===== src/rtl/uart_pkg.sv =====
// Shared definitions for the UART receive port: default register addresses,
// CON register bit positions and the receive shifter state encoding.
package uart_pkg;

    localparam logic [31:0] RXD_ADDR_DEF = 32'h4000_001C;
    localparam logic [31:0] CON_ADDR_DEF = 32'h4000_0020;

    localparam int unsigned CON_VALID = 0;
    localparam int unsigned CON_OVR   = 1;
    localparam int unsigned CON_FERR  = 2;
    localparam int unsigned CON_IE    = 3;

    typedef enum logic [2:0] {
        ST_IDLE,
        ST_START,
        ST_DATA,
        ST_STOP,
        ST_BREAK
    } rx_state_e;

endpackage


===== src/rtl/uart_rx_shifter.sv =====
// 8N1 deserializer: two-flop input synchronizer, bit-timing counter and
// receive FSM. Emits one-cycle byte_valid / frame_err pulses.
module uart_rx_shifter
    import uart_pkg::*;
#(
    parameter int unsigned CLKS_PER_BIT = 5208
) (
    input  logic       sysclk,
    input  logic       reset,
    input  logic       rx_i,
    output logic       byte_valid_o,
    output logic [7:0] byte_data_o,
    output logic       frame_err_pulse_o
);

    localparam int unsigned CNT_W = $clog2(CLKS_PER_BIT);
    localparam logic [CNT_W-1:0] BIT_LAST = CNT_W'(CLKS_PER_BIT - 1);
    // Edge detection and START entry each take a cycle, so stopping two short
    // of half a bit puts the start-bit check half a bit after rx_s fell.
    localparam logic [CNT_W-1:0] START_LAST = CNT_W'(CLKS_PER_BIT / 2 - 2);

    logic sync1_q, rx_s_q;
    logic warm_q, armed_q;

    rx_state_e        state_q, state_d;
    logic [CNT_W-1:0] cnt_q, cnt_d;
    logic [2:0]       bit_q, bit_d;
    logic [7:0]       shift_q, shift_d;
    logic             byte_valid_q, byte_valid_d;
    logic             ferr_q, ferr_d;

    // armed_q only rises once the line has been seen high after reset, so a
    // line that is already low when reset releases cannot fake a start bit.
    always_ff @(posedge sysclk or negedge reset) begin
        if (!reset) begin
            sync1_q <= 1'b1;
            rx_s_q  <= 1'b1;
            warm_q  <= 1'b0;
            armed_q <= 1'b0;
        end else begin
            sync1_q <= rx_i;
            rx_s_q  <= sync1_q;
            warm_q  <= 1'b1;
            armed_q <= armed_q | (warm_q & sync1_q);
        end
    end

    // NOTE: state registers take only non-blocking assignments; all next-state
    // decisions live in the combinational block below.
    always_ff @(posedge sysclk or negedge reset) begin
        if (!reset) begin
            state_q      <= ST_IDLE;
            cnt_q        <= '0;
            bit_q        <= '0;
            shift_q      <= '0;
            byte_valid_q <= 1'b0;
            ferr_q       <= 1'b0;
        end else begin
            state_q      <= state_d;
            cnt_q        <= cnt_d;
            bit_q        <= bit_d;
            shift_q      <= shift_d;
            byte_valid_q <= byte_valid_d;
            ferr_q       <= ferr_d;
        end
    end

    // NOTE: every output of this block gets a default first so no path can
    // leave it unassigned and infer a latch.
    always_comb begin
        state_d      = state_q;
        cnt_d        = cnt_q + 1'b1;
        bit_d        = bit_q;
        shift_d      = shift_q;
        byte_valid_d = 1'b0;
        ferr_d       = 1'b0;

        unique case (state_q)
            ST_IDLE: begin
                cnt_d = '0;
                if (armed_q && !rx_s_q) state_d = ST_START;
            end
            ST_START: begin
                if (cnt_q == START_LAST) begin
                    cnt_d   = '0;
                    bit_d   = '0;
                    state_d = rx_s_q ? ST_IDLE : ST_DATA;
                end
            end
            ST_DATA: begin
                if (cnt_q == BIT_LAST) begin
                    cnt_d   = '0;
                    shift_d = {rx_s_q, shift_q[7:1]};
                    bit_d   = bit_q + 1'b1;
                    if (bit_q == 3'd7) state_d = ST_STOP;
                end
            end
            ST_STOP: begin
                if (cnt_q == BIT_LAST) begin
                    cnt_d = '0;
                    if (rx_s_q) begin
                        byte_valid_d = 1'b1;
                        state_d      = ST_IDLE;
                    end else begin
                        ferr_d  = 1'b1;
                        state_d = ST_BREAK;
                    end
                end
            end
            ST_BREAK: begin
                cnt_d = '0;
                if (rx_s_q) state_d = ST_IDLE;
            end
            default: state_d = ST_IDLE;
        endcase
    end

    assign byte_valid_o      = byte_valid_q;
    assign byte_data_o       = shift_q;
    assign frame_err_pulse_o = ferr_q;

endmodule


===== src/rtl/uart_rx_port.sv =====
// Memory-mapped UART receiver: RXD/CON registers, receive buffer and IRQ.
// Define UART_RX_FIFO_EN for a 4-entry FIFO; otherwise one holding register.
module uart_rx_port
    import uart_pkg::*;
#(
    parameter int unsigned CLKS_PER_BIT = 5208,
    parameter logic [31:0] RXD_ADDR     = RXD_ADDR_DEF,
    parameter logic [31:0] CON_ADDR     = CON_ADDR_DEF
) (
    input  logic        sysclk,
    input  logic        reset,
    input  logic        UART_RX,
    input  logic        rd,
    input  logic        wr,
    input  logic [31:0] addr,
    input  logic [31:0] wdata,
    output logic [31:0] rdata,
    output logic        rx_irq
);

    logic       byte_valid, frame_err_pulse;
    logic [7:0] byte_data;
    logic       rx_valid, full;
    logic [7:0] head;
    logic       rxd_hit, con_hit, pop, con_wr, push_ok, overrun_evt;
    logic       overrun_q, overrun_d, frame_err_q, frame_err_d, irq_en_q, irq_en_d;
    logic       unused_wdata;

    uart_rx_shifter #(
        .CLKS_PER_BIT(CLKS_PER_BIT)
    ) u_shifter (
        .sysclk            (sysclk),
        .reset             (reset),
        .rx_i              (UART_RX),
        .byte_valid_o      (byte_valid),
        .byte_data_o       (byte_data),
        .frame_err_pulse_o (frame_err_pulse)
    );

    assign rxd_hit = (addr == RXD_ADDR);
    assign con_hit = (addr == CON_ADDR);
    assign pop     = rd & rxd_hit & rx_valid;
    assign con_wr  = wr & con_hit;

    // A pop on the same edge frees the slot, so a full buffer still accepts.
    assign push_ok     = byte_valid & (~full | pop);
    assign overrun_evt = byte_valid & full & ~pop;

`ifdef UART_RX_FIFO_EN
    logic [7:0] mem_q [4];
    logic [1:0] wptr_q, rptr_q;
    logic [2:0] cnt_q;

    assign rx_valid = (cnt_q != 3'd0);
    assign full     = (cnt_q == 3'd4);
    assign head     = mem_q[rptr_q];

    // NOTE: the storage array has no reset; pointers and count alone decide
    // which entries are meaningful.
    always_ff @(posedge sysclk) begin
        if (push_ok) mem_q[wptr_q] <= byte_data;
    end

    always_ff @(posedge sysclk or negedge reset) begin
        if (!reset) begin
            wptr_q <= '0;
            rptr_q <= '0;
            cnt_q  <= '0;
        end else begin
            if (push_ok) wptr_q <= wptr_q + 2'd1;
            if (pop)     rptr_q <= rptr_q + 2'd1;
            cnt_q <= cnt_q + {2'b00, push_ok} - {2'b00, pop};
        end
    end
`else
    logic [7:0] hold_q;
    logic       hold_vld_q;

    assign rx_valid = hold_vld_q;
    assign full     = hold_vld_q;
    assign head     = hold_q;

    always_ff @(posedge sysclk or negedge reset) begin
        if (!reset) begin
            hold_q     <= '0;
            hold_vld_q <= 1'b0;
        end else if (push_ok) begin
            hold_q     <= byte_data;
            hold_vld_q <= 1'b1;
        end else if (pop) begin
            hold_vld_q <= 1'b0;
        end
    end
`endif

    // Clears are applied first so a flag set on the same edge survives.
    always_comb begin
        overrun_d   = overrun_q;
        frame_err_d = frame_err_q;
        irq_en_d    = irq_en_q;
        if (con_wr) begin
            if (wdata[CON_OVR])  overrun_d   = 1'b0;
            if (wdata[CON_FERR]) frame_err_d = 1'b0;
            irq_en_d = wdata[CON_IE];
        end
        if (overrun_evt)     overrun_d   = 1'b1;
        if (frame_err_pulse) frame_err_d = 1'b1;
    end

    always_ff @(posedge sysclk or negedge reset) begin
        if (!reset) begin
            overrun_q   <= 1'b0;
            frame_err_q <= 1'b0;
            irq_en_q    <= 1'b0;
        end else begin
            overrun_q   <= overrun_d;
            frame_err_q <= frame_err_d;
            irq_en_q    <= irq_en_d;
        end
    end

    always_comb begin
        rdata = '0;
        if (rd && rxd_hit && rx_valid) begin
            rdata[7:0] = head;
        end else if (rd && con_hit) begin
            rdata[CON_VALID] = rx_valid;
            rdata[CON_OVR]   = overrun_q;
            rdata[CON_FERR]  = frame_err_q;
            rdata[CON_IE]    = irq_en_q;
        end
    end

    assign rx_irq = irq_en_q & rx_valid;

    // Bit 0 of CON is read-only and the upper write bits have no meaning.
    assign unused_wdata = ^{wdata[31:4], wdata[0]};

endmodule


===== config.mk =====
export PLATFORM = sky130hd
export DESIGN_NAME = uart_rx_port
export DESIGN_NICKNAME = d
export VERILOG_FILES = /design/src/rtl/uart_pkg.sv /design/src/rtl/uart_rx_shifter.sv /design/src/rtl/uart_rx_port.sv
export SDC_FILE = /design/constraint.sdc
export NUM_CORES = 1
export LEC_CHECK = 0
export ABC_CLOCK_PERIOD_IN_PS = 3100
export CORE_UTILIZATION = 45
export DETAILED_ROUTE_END_ITERATION = 10
export PLACE_DENSITY = 0.84
export SYNTH_ARGS = -nofsm -noshare
export SYNTH_HDL_FRONTEND = slang
export SYNTH_SLANG_ARGS = --single-unit

===== constraint.sdc =====
create_clock -name sysclk -period 3.1 [get_ports sysclk]
set_clock_uncertainty 0.1 [all_clocks]
set_input_delay 0.62 -clock sysclk [delete_from_list [all_inputs] [get_ports sysclk]]
set_output_delay 0.62 -clock sysclk [all_outputs]
set_load 0.02 [all_outputs]

==> results of run 1 <==
## synth_stat cells (2+ instances only)
| master | number |
|---|---|
| o31ai_1 | 3 |
| mux2_2 | 9 |
| conb_1 | 2 |
| a32oi_1 | 3 |
| nand4_1 | 7 |
| or4b_4 | 2 |
| nor2_2 | 11 |
| nor4_1 | 15 |
| buf_4 | 24 |
| nand3_1 | 10 |
| and4bb_2 | 2 |
| o211ai_1 | 2 |
| inv_1 | 7 |
| nor2_1 | 16 |
| ha_1 | 4 |
| xor2_1 | 3 |
| dfrtp_1 | 43 |
| o21ai_0 | 7 |
| xnor2_1 | 8 |
| a311o_1 | 8 |
| mux2i_1 | 3 |
| and3_1 | 6 |
| a22oi_1 | 8 |
| a21o_1 | 2 |
| clkbuf_1 | 12 |
| nor4b_1 | 2 |
| buf_6 | 2 |
| nor3_1 | 7 |
| a21oi_1 | 4 |
| nand2_1 | 22 |
| nor2b_1 | 3 |
| dfstp_2 | 2 |
| and2_1 | 3 |
| o21ai_1 | 3 |
| or2_2 | 2 |
| nor3b_1 | 2 |
## path summary, 6_finish.rpt
check / from / to / slack (ps)
worst max-delay path: addr[4] / rdata[5] / 110
worst min-delay path: u_shifter.sync1_q$_DFF_PN1_ / u_shifter.rx_s_q$_DFF_PN1_ / 270
worst max register to register: u_shifter.cnt_q[0]$_DFF_PN0_ / u_shifter.cnt_q[8]$_DFF_PN0_ / 600
worst min register to register: u_shifter.sync1_q$_DFF_PN1_ / u_shifter.rx_s_q$_DFF_PN1_ / 270
max in group asynchronous: reset / u_shifter.byte_data_o[1]$_DFFE_PN0P_ / 1920
min in group asynchronous: reset / u_shifter.cnt_q[3]$_DFF_PN0_ / 380
## worst max-delay path, cell delays in order
cell and delay, ps:
clkdlybuf4s50_1 500, nor2b_1 200, and4_4 290, and2_1 190
and3_1 160, dlygate4sd2_1 330
## area by class of cell
class / instances / area [um^2]
clock inverter: 2 / 35.0
timing repair buffer: 62 / 548
multi-input combinational: 217 / 1450
clock buffer: 5 / 68.8
tap: 75 / 93.8
inverter: 8 / 30.0
sequential: 45 / 1130
fill: 502 / 2530
## through the flow
| stage | worst slack, ps | instances | total power, mW | hold slack [ps] |
|---|---|---|---|---|
| after floorplan | 527 | 309 | 0.896 | 224 |
| after global placement | -325 | 405 | 0.960 | 256 |
| after detailed placement | -340 | 405 | 0.972 | 261 |
| after CTS | 7.88 | 414 | 1.40 | 272 |
| after global routing | 8.98 | 414 | 1.46 | 274 |
| final | 106 | 414 | 1.39 | 270 |
## timing repair
action | CTS | global route
gates resized for setup | 13 | 16
setup buffers | 2 | 0
setup endpoints to repair | 8 | 8
pin swaps | 1 | 1
hold buffers | 0 | 0
## registers in the layout (all words and copies together) (netlist names), 3 cells and up
| register | flops |
|---|---|
| u_shifter.byte_data_o | 8 |
| u_shifter.state_q | 3 |
| u_shifter.cnt_q | 13 |
| u_shifter.bit_q | 3 |
| head | 8 |
## layer usage
metal  global-route usage, %  vias up  wire [um]
li1                        -     1091          -
met5                       0        -          0
met3                    4.00        8        451
met4                    6.25        0         70
met1                    21.5     1067       2390
met2                    35.8       87       2910
## power groups by stage
stage	combinational [mW]	clock [mW]	sequential (mW)
floorplan	0.213	0	0.683
global placement	0.250	0	0.710
detailed placement	0.257	0	0.714
CTS	0.260	0.435	0.703
global route	0.289	0.457	0.713
finish	0.260	0.423	0.704
## cell families after synthesis
family / count (synthesis)
fa+ha+maj: 4
mux: 13
compound gates: 44
flops: 45
xor+xnor: 11
simple gates: 120
buf+inv: 47
other cells: 2
## cells in the final DEF (no fill, tap or decap), types with 8 or more instances in the layout
cell              n
dfrtp_1          43
clkdlybuf4s50_1  39
conb_1           25
nand2_1          22
nor2_1           15
buf_4            14
nor4_1           13
nor2_2           12
nand3_1          10
mux2_2            9
xnor2_1           8
a22oi_1           8
a311o_1           8
==> reports/metrics.yaml, run 1 <==
outcome:
  status: "complete, no violations"
pwr:
  p_switching_mw: 0.386
  power_density_nw_per_um2: 414
  combPwrFrac_pct: 18.8
  intPower_mw: 1.00
  cellLeakagePower_nw: 1.43
  seq_power_share_pct: 50.7
  vdd_drop_max_mv: 0.342
  power.share.clock_pct: 30.5
  p_sw_share_pct: 27.9
synth:
  synthSimpleGateAreaFrac_pct: 25.3
  synth_edf_count: 0
  synthMuxAreaShare_pct: 5.21
  synth_top_family_by_area: "simple AND/OR/NAND/NOR gates"
  syn-cell-area_um2: 2740
  yosys.area.top_type: "dfrtp_1"
  synth_ff_type: "dfrtp_1"
  syn_avg_cell_area_um2: 9.58
  synth_cell_types: 53
  async_flop_share_pct: 100
  yosysTopAreaCellShare_pct: 39.3
  synth-seq-cells: 45
  synth-xor-area-share_pct: 3.52
  synthCells: 286
  synth_fa_ha_area_share_pct: 1.83
  yosys-top-cells-area: "dfrtp_1 39%, buf_4 6.6%, mux2_2 3.7%"
  ys_warn_count: 0
  synth_compound_area_share_pct: 12.4
  yosysSeqAreaShare_pct: 41.2
global_routing:
  antenna_found_initial: 0
  grt_pass1_wl_um: 9500
  grt.overflow.total: 0
  grt_max_degree: 46
  grt_pass1_vias: 2095
  grt_usage_pct: 19.2
timing:
  setup_viol: 0
  rsz0062_at_grt: "no"
  timing.fmax_ghz: 0.334
  min_period_ps: 2990
  setup_tns_ps: 0
  hold_viol: 0
  finalCritPeriodShare_pct: 96.6
  tightest_slew_ps: 975
  drv_slew: 0
  slew_headroom_pct: 35.0
min_path:
  whs_path_depth: 0
  hold_path_class: "flip-flop to flip-flop"
floorplanning:
  rows: 28
  ios: 102
  die_w_um: 80.0
  core_um2: 5890
  fp.dieArea_um2: 6400
  initial_core_util_pct: 46.5
  die_h_um: 80.0
flow_run:
  max_cap_violations: 0
detailed_routing:
  first_iter_violations: 164
  routed_wl_um: 5830
  wl_per_cell_um: 14.1
  viasPerCell: 5.44
  via_count: 2253
  drt_first_pass_iters: 4
  drtAntennaViolNets: 0
  drcViolationCount: 0
clocking:
  cts_buffer_depth: 2
  clock-sinks: 45
  clk_pin_slew_ps: 70
  root_buffer: "clkbuf_8"
  clkLatencyLatePin_ps: 300
  numCtsBuffers: 5
  cts_tree: "done"
  htreeDepth: 2
worst_setup_path:
  cp-start-kind: "primary input"
  r2r_cells: 6
  cp.required_ps: 2380
  worst_ep_arrival_time_ps: 2270
  crit_type: "primary input to output pin"
  crit_path_max_fanout: 6
  crit_path_end_kind: "output pin"
cells_and_area:
  final_cell_area_um2: 3350
  syn2layout_area_growth_pct: 22.4
  diodes: 0
  fin_util_pct: 57.0
  drive_gt1_share_pct: 18.9
  final_nets: 412
placed_design:
  portBuffers: 48
  place_hpwl_um: 4230
  detailed_place.area_um2: 3230
  place_congestion: 0.814
Note: power is estimated with default switching activity, not from simulation.
==> inputs of run 2 (changes only) <==
Settings changed: ABC_AREA set to 1, GPL_TIMING_DRIVEN set to 0.
==> run 2 against run 1 <==
Against the previous run:
- setup slack better by 9.8 ps
- first-iteration DRC count is 54% lower
- critical path depth is 4 higher
- cell area is 5.0% higher
- combinational power is 77% higher
- sequential power is 5.1% lower
- synthesized area is 0.18% higher
- routed wire length is 4.3% lower
- sequential share of layout area is 1.6 points lower
- total power is 8.4% higher
- final cell count is 32% higher
- maximum frequency is 0.33% higher
- critical path type unchanged
- largest power group unchanged
- highest routed layer unchanged
==> reports/metrics.yaml, run 2 <==
synth:
  synth_cell_types: 30
  synth-seq-cells: 45
  syn_avg_cell_area_um2: 6.98
  synth_ff_type: "dfrtp_1"
  yosysTopAreaCellShare_pct: 39.2
  async_flop_share_pct: 100
  yosysSeqAreaShare_pct: 41.1
  yosys-top-cells-area: "dfrtp_1 39%, nand2_1 17%, inv_1 7.5%"
  ys_warn_count: 0
  yosysMostFrequentCell: "nand2_1"
  synthTopCellsByCount: "123 x nand2_1, 55 x inv_1, 53 x nor2_1"
  yosys.area.top_type: "dfrtp_1"
  synth_edf_count: 0
  syn-cell-area_um2: 2740
  synthCells: 393
pwr:
  p_sw_share_pct: 34.8
  combPwrFrac_pct: 30.5
  seq_power_share_pct: 44.4
  vdd_drop_max_mv: 0.357
  power.share.clock_pct: 25.0
  intPower_mw: 0.981
  power_density_nw_per_um2: 427
  p_switching_mw: 0.523
  cellLeakagePower_nw: 1.83
worst_setup_path:
  worst_ep_arrival_time_ps: 2260
  crit_path_end_kind: "output pin"
  cp-start-kind: "primary input"
  crit_type: "primary input to output pin"
  cp.required_ps: 2380
  r2r_end: "u_shifter.cnt_q[7]$_DFF_PN0_"
  crit_path_max_fanout: 5
  r2r_start: "u_shifter.cnt_q[0]$_DFF_PN0_"
  rrSetupSlack_ps: 1410
  slowest_delay_ps: 570
  cp.buffers_inverters: 3
  crit_slowest_cell: "clkdlybuf4s50_1"
  path_cells: "clkdlybuf4s50_1 > nand2_1 > nor2_1 > nand2_1 > nor2_1 > nand2_1 > nor2_4 > inv_1 > nor2_1 > clkdlybuf4s15_1"
  r2r_cells: 8
  crit_family: "buffers and inverters"
cells_and_area:
  syn2layout_area_growth_pct: 28.2
  top_register: "u_shifter.cnt_q"
  final_cell_mix: "123 x nand2_1, 55 x inv_1, 52 x nor2_1, 43 x dfrtp_1, 39 x clkdlybuf4s50_1"
  fin_util_pct: 59.8
  drive_gt1_share_pct: 13.5
  largest_reg_flops: 13
  final_common_cell: "nand2_1"
  diodes: 0
  final_nets: 545
clocking:
  cts_buffer_depth: 2
  htreeDepth: 2
  root_buffer: "clkbuf_8"
  clk_pin_slew_ps: 90
  clock-sinks: 45
  numCtsBuffers: 5
  cts_tree: "done"
  clkLatencyLatePin_ps: 300
global_routing:
  antenna_found_initial: 0
  grt_pass1_vias: 2259
  grt.overflow.total: 0
  grt_pass1_wl_um: 9160
  grt_max_degree: 33
  grt_usage_pct: 18.2
timing:
  min_period_ps: 2980
  hold_viol: 0
  finalCritPeriodShare_pct: 96.3
  setup_tns_ps: 0
  drv_slew: 0
  fin_ws_ps: 116
  setup_viol: 0
  hold_ws_ps: 103
  rsz0062_at_grt: "no"
  timing.fmax_ghz: 0.335
floorplanning:
  rows: 28
  ios: 102
  die_w_um: 80.1
  fp.dieArea_um2: 6410
  die_h_um: 80.1
  initial_core_util_pct: 46.6
  core_um2: 5890
detailed_routing:
  viasPerCell: 4.55
  via_count: 2491
  drtAntennaViolNets: 0
  routed_wl_um: 5580
  first_iter_violations: 75
  drcViolationCount: 0
  wl_per_cell_um: 10.2
  drt_first_pass_iters: 4
outcome:
  status: "complete, no violations"
placed_design:
  place_congestion: 0.885
  place_hpwl_um: 4350
  portBuffers: 48
  dp_slack_ps: -301
min_path:
  hold_path_class: "primary input to asynchronous set/reset pin"
flow_run:
  max_cap_violations: 0
==> run 2: cell count changes after synthesis, moves of 9 or more <==
cell and delta:
clkbuf_1 -11, nand3_1 +20, nor4_1 -15, nor2_1 +37, mux2_2 -9, inv_1 +48, nand2_1 +101
==> run 2: cells by family after synthesis <==
group / count (synthesis) / synth area share [%]
buffers and inverters: 88 / 15.9
and+or+nand+nor: 236 / 37.4
adders and majority gates: 4 / 1.82
DFF: 45 / 41.1
other: 2 / 0.274
AOI/OAI and AO/OA: 18 / 3.47
==> run 2: repair_timing <==
action                                  in CTS  in global routing
cloned                                       0                  0
endpoints found under the setup margin       8                  8
hold buffers                                 0                  0
buffers inserted                             0                  0
gates resized for setup                      9                  9
pin swaps                                    0                  0
==> run 2: power by group through the flow <==
stage | clock network, mW | logic, mW | registers [mW]
finish | 0.377 | 0.459 | 0.668
floorplan | 0 | 0.335 | 0.671
CTS | 0.390 | 0.462 | 0.668
global route | 0.417 | 0.523 | 0.675
detailed placement | 0 | 0.460 | 0.679
global placement | 0 | 0.444 | 0.677
==> run 2: cell type report <==
type                       instances  area (um^2)
sequential                        45         1130
inverter                          60          228
clock inverter                     3         25.0
buffer                            28          208
tap                               75         93.8
clock buffer                       5         68.8
fill                             555         2370
timing repair buffer              49          488
multi-input combinational        283         1280
==> run 2: worst max path at each step <==
| stage | start | endpoint | slack [ps] | cells after the start |
|---|---|---|---|---|
| floorplan | addr[1] | rdata[0] | 750 | 7 |
| global placement | addr[1] | rdata[0] | -290 | 9 |
| detailed placement | addr[5] | rdata[0] | -300 | 10 |
| CTS | rd | rdata[4] | 20 | 10 |
| global route | rd | rdata[6] | 2 | 10 |
| finish | rd | rdata[4] | 120 | 10 |
==> run 2: stage by stage <==
step / power (mW) / cells / instance area, um^2
6_report: 1.50 / 548 / 3520
2_1_floorplan: 1.01 / 416 / 2830
4_1_cts: 1.52 / 548 / 3510
3_3_place_gp: 1.12 / 539 / 3400
5_1_grt: 1.62 / 548 / 3520
3_5_place_dp: 1.14 / 540 / 3420
==> run 2: routing by layer <==
metal	global-route usage, %	vias to the layer above	share of wire (%)
met5	0	-	0
met1	19.7	1106	41
met2	34.1	74	49
met4	4.64	0	0.77
li1	-	1305	-
met3	5.34	6	9.4
==> inputs of run 3 (changes only) <==
Settings changed: CTS_CLUSTER_DIAMETER set to 60.
==> results of run 3 <==
Final layout, timing and power as in run 2 (identical DEF).
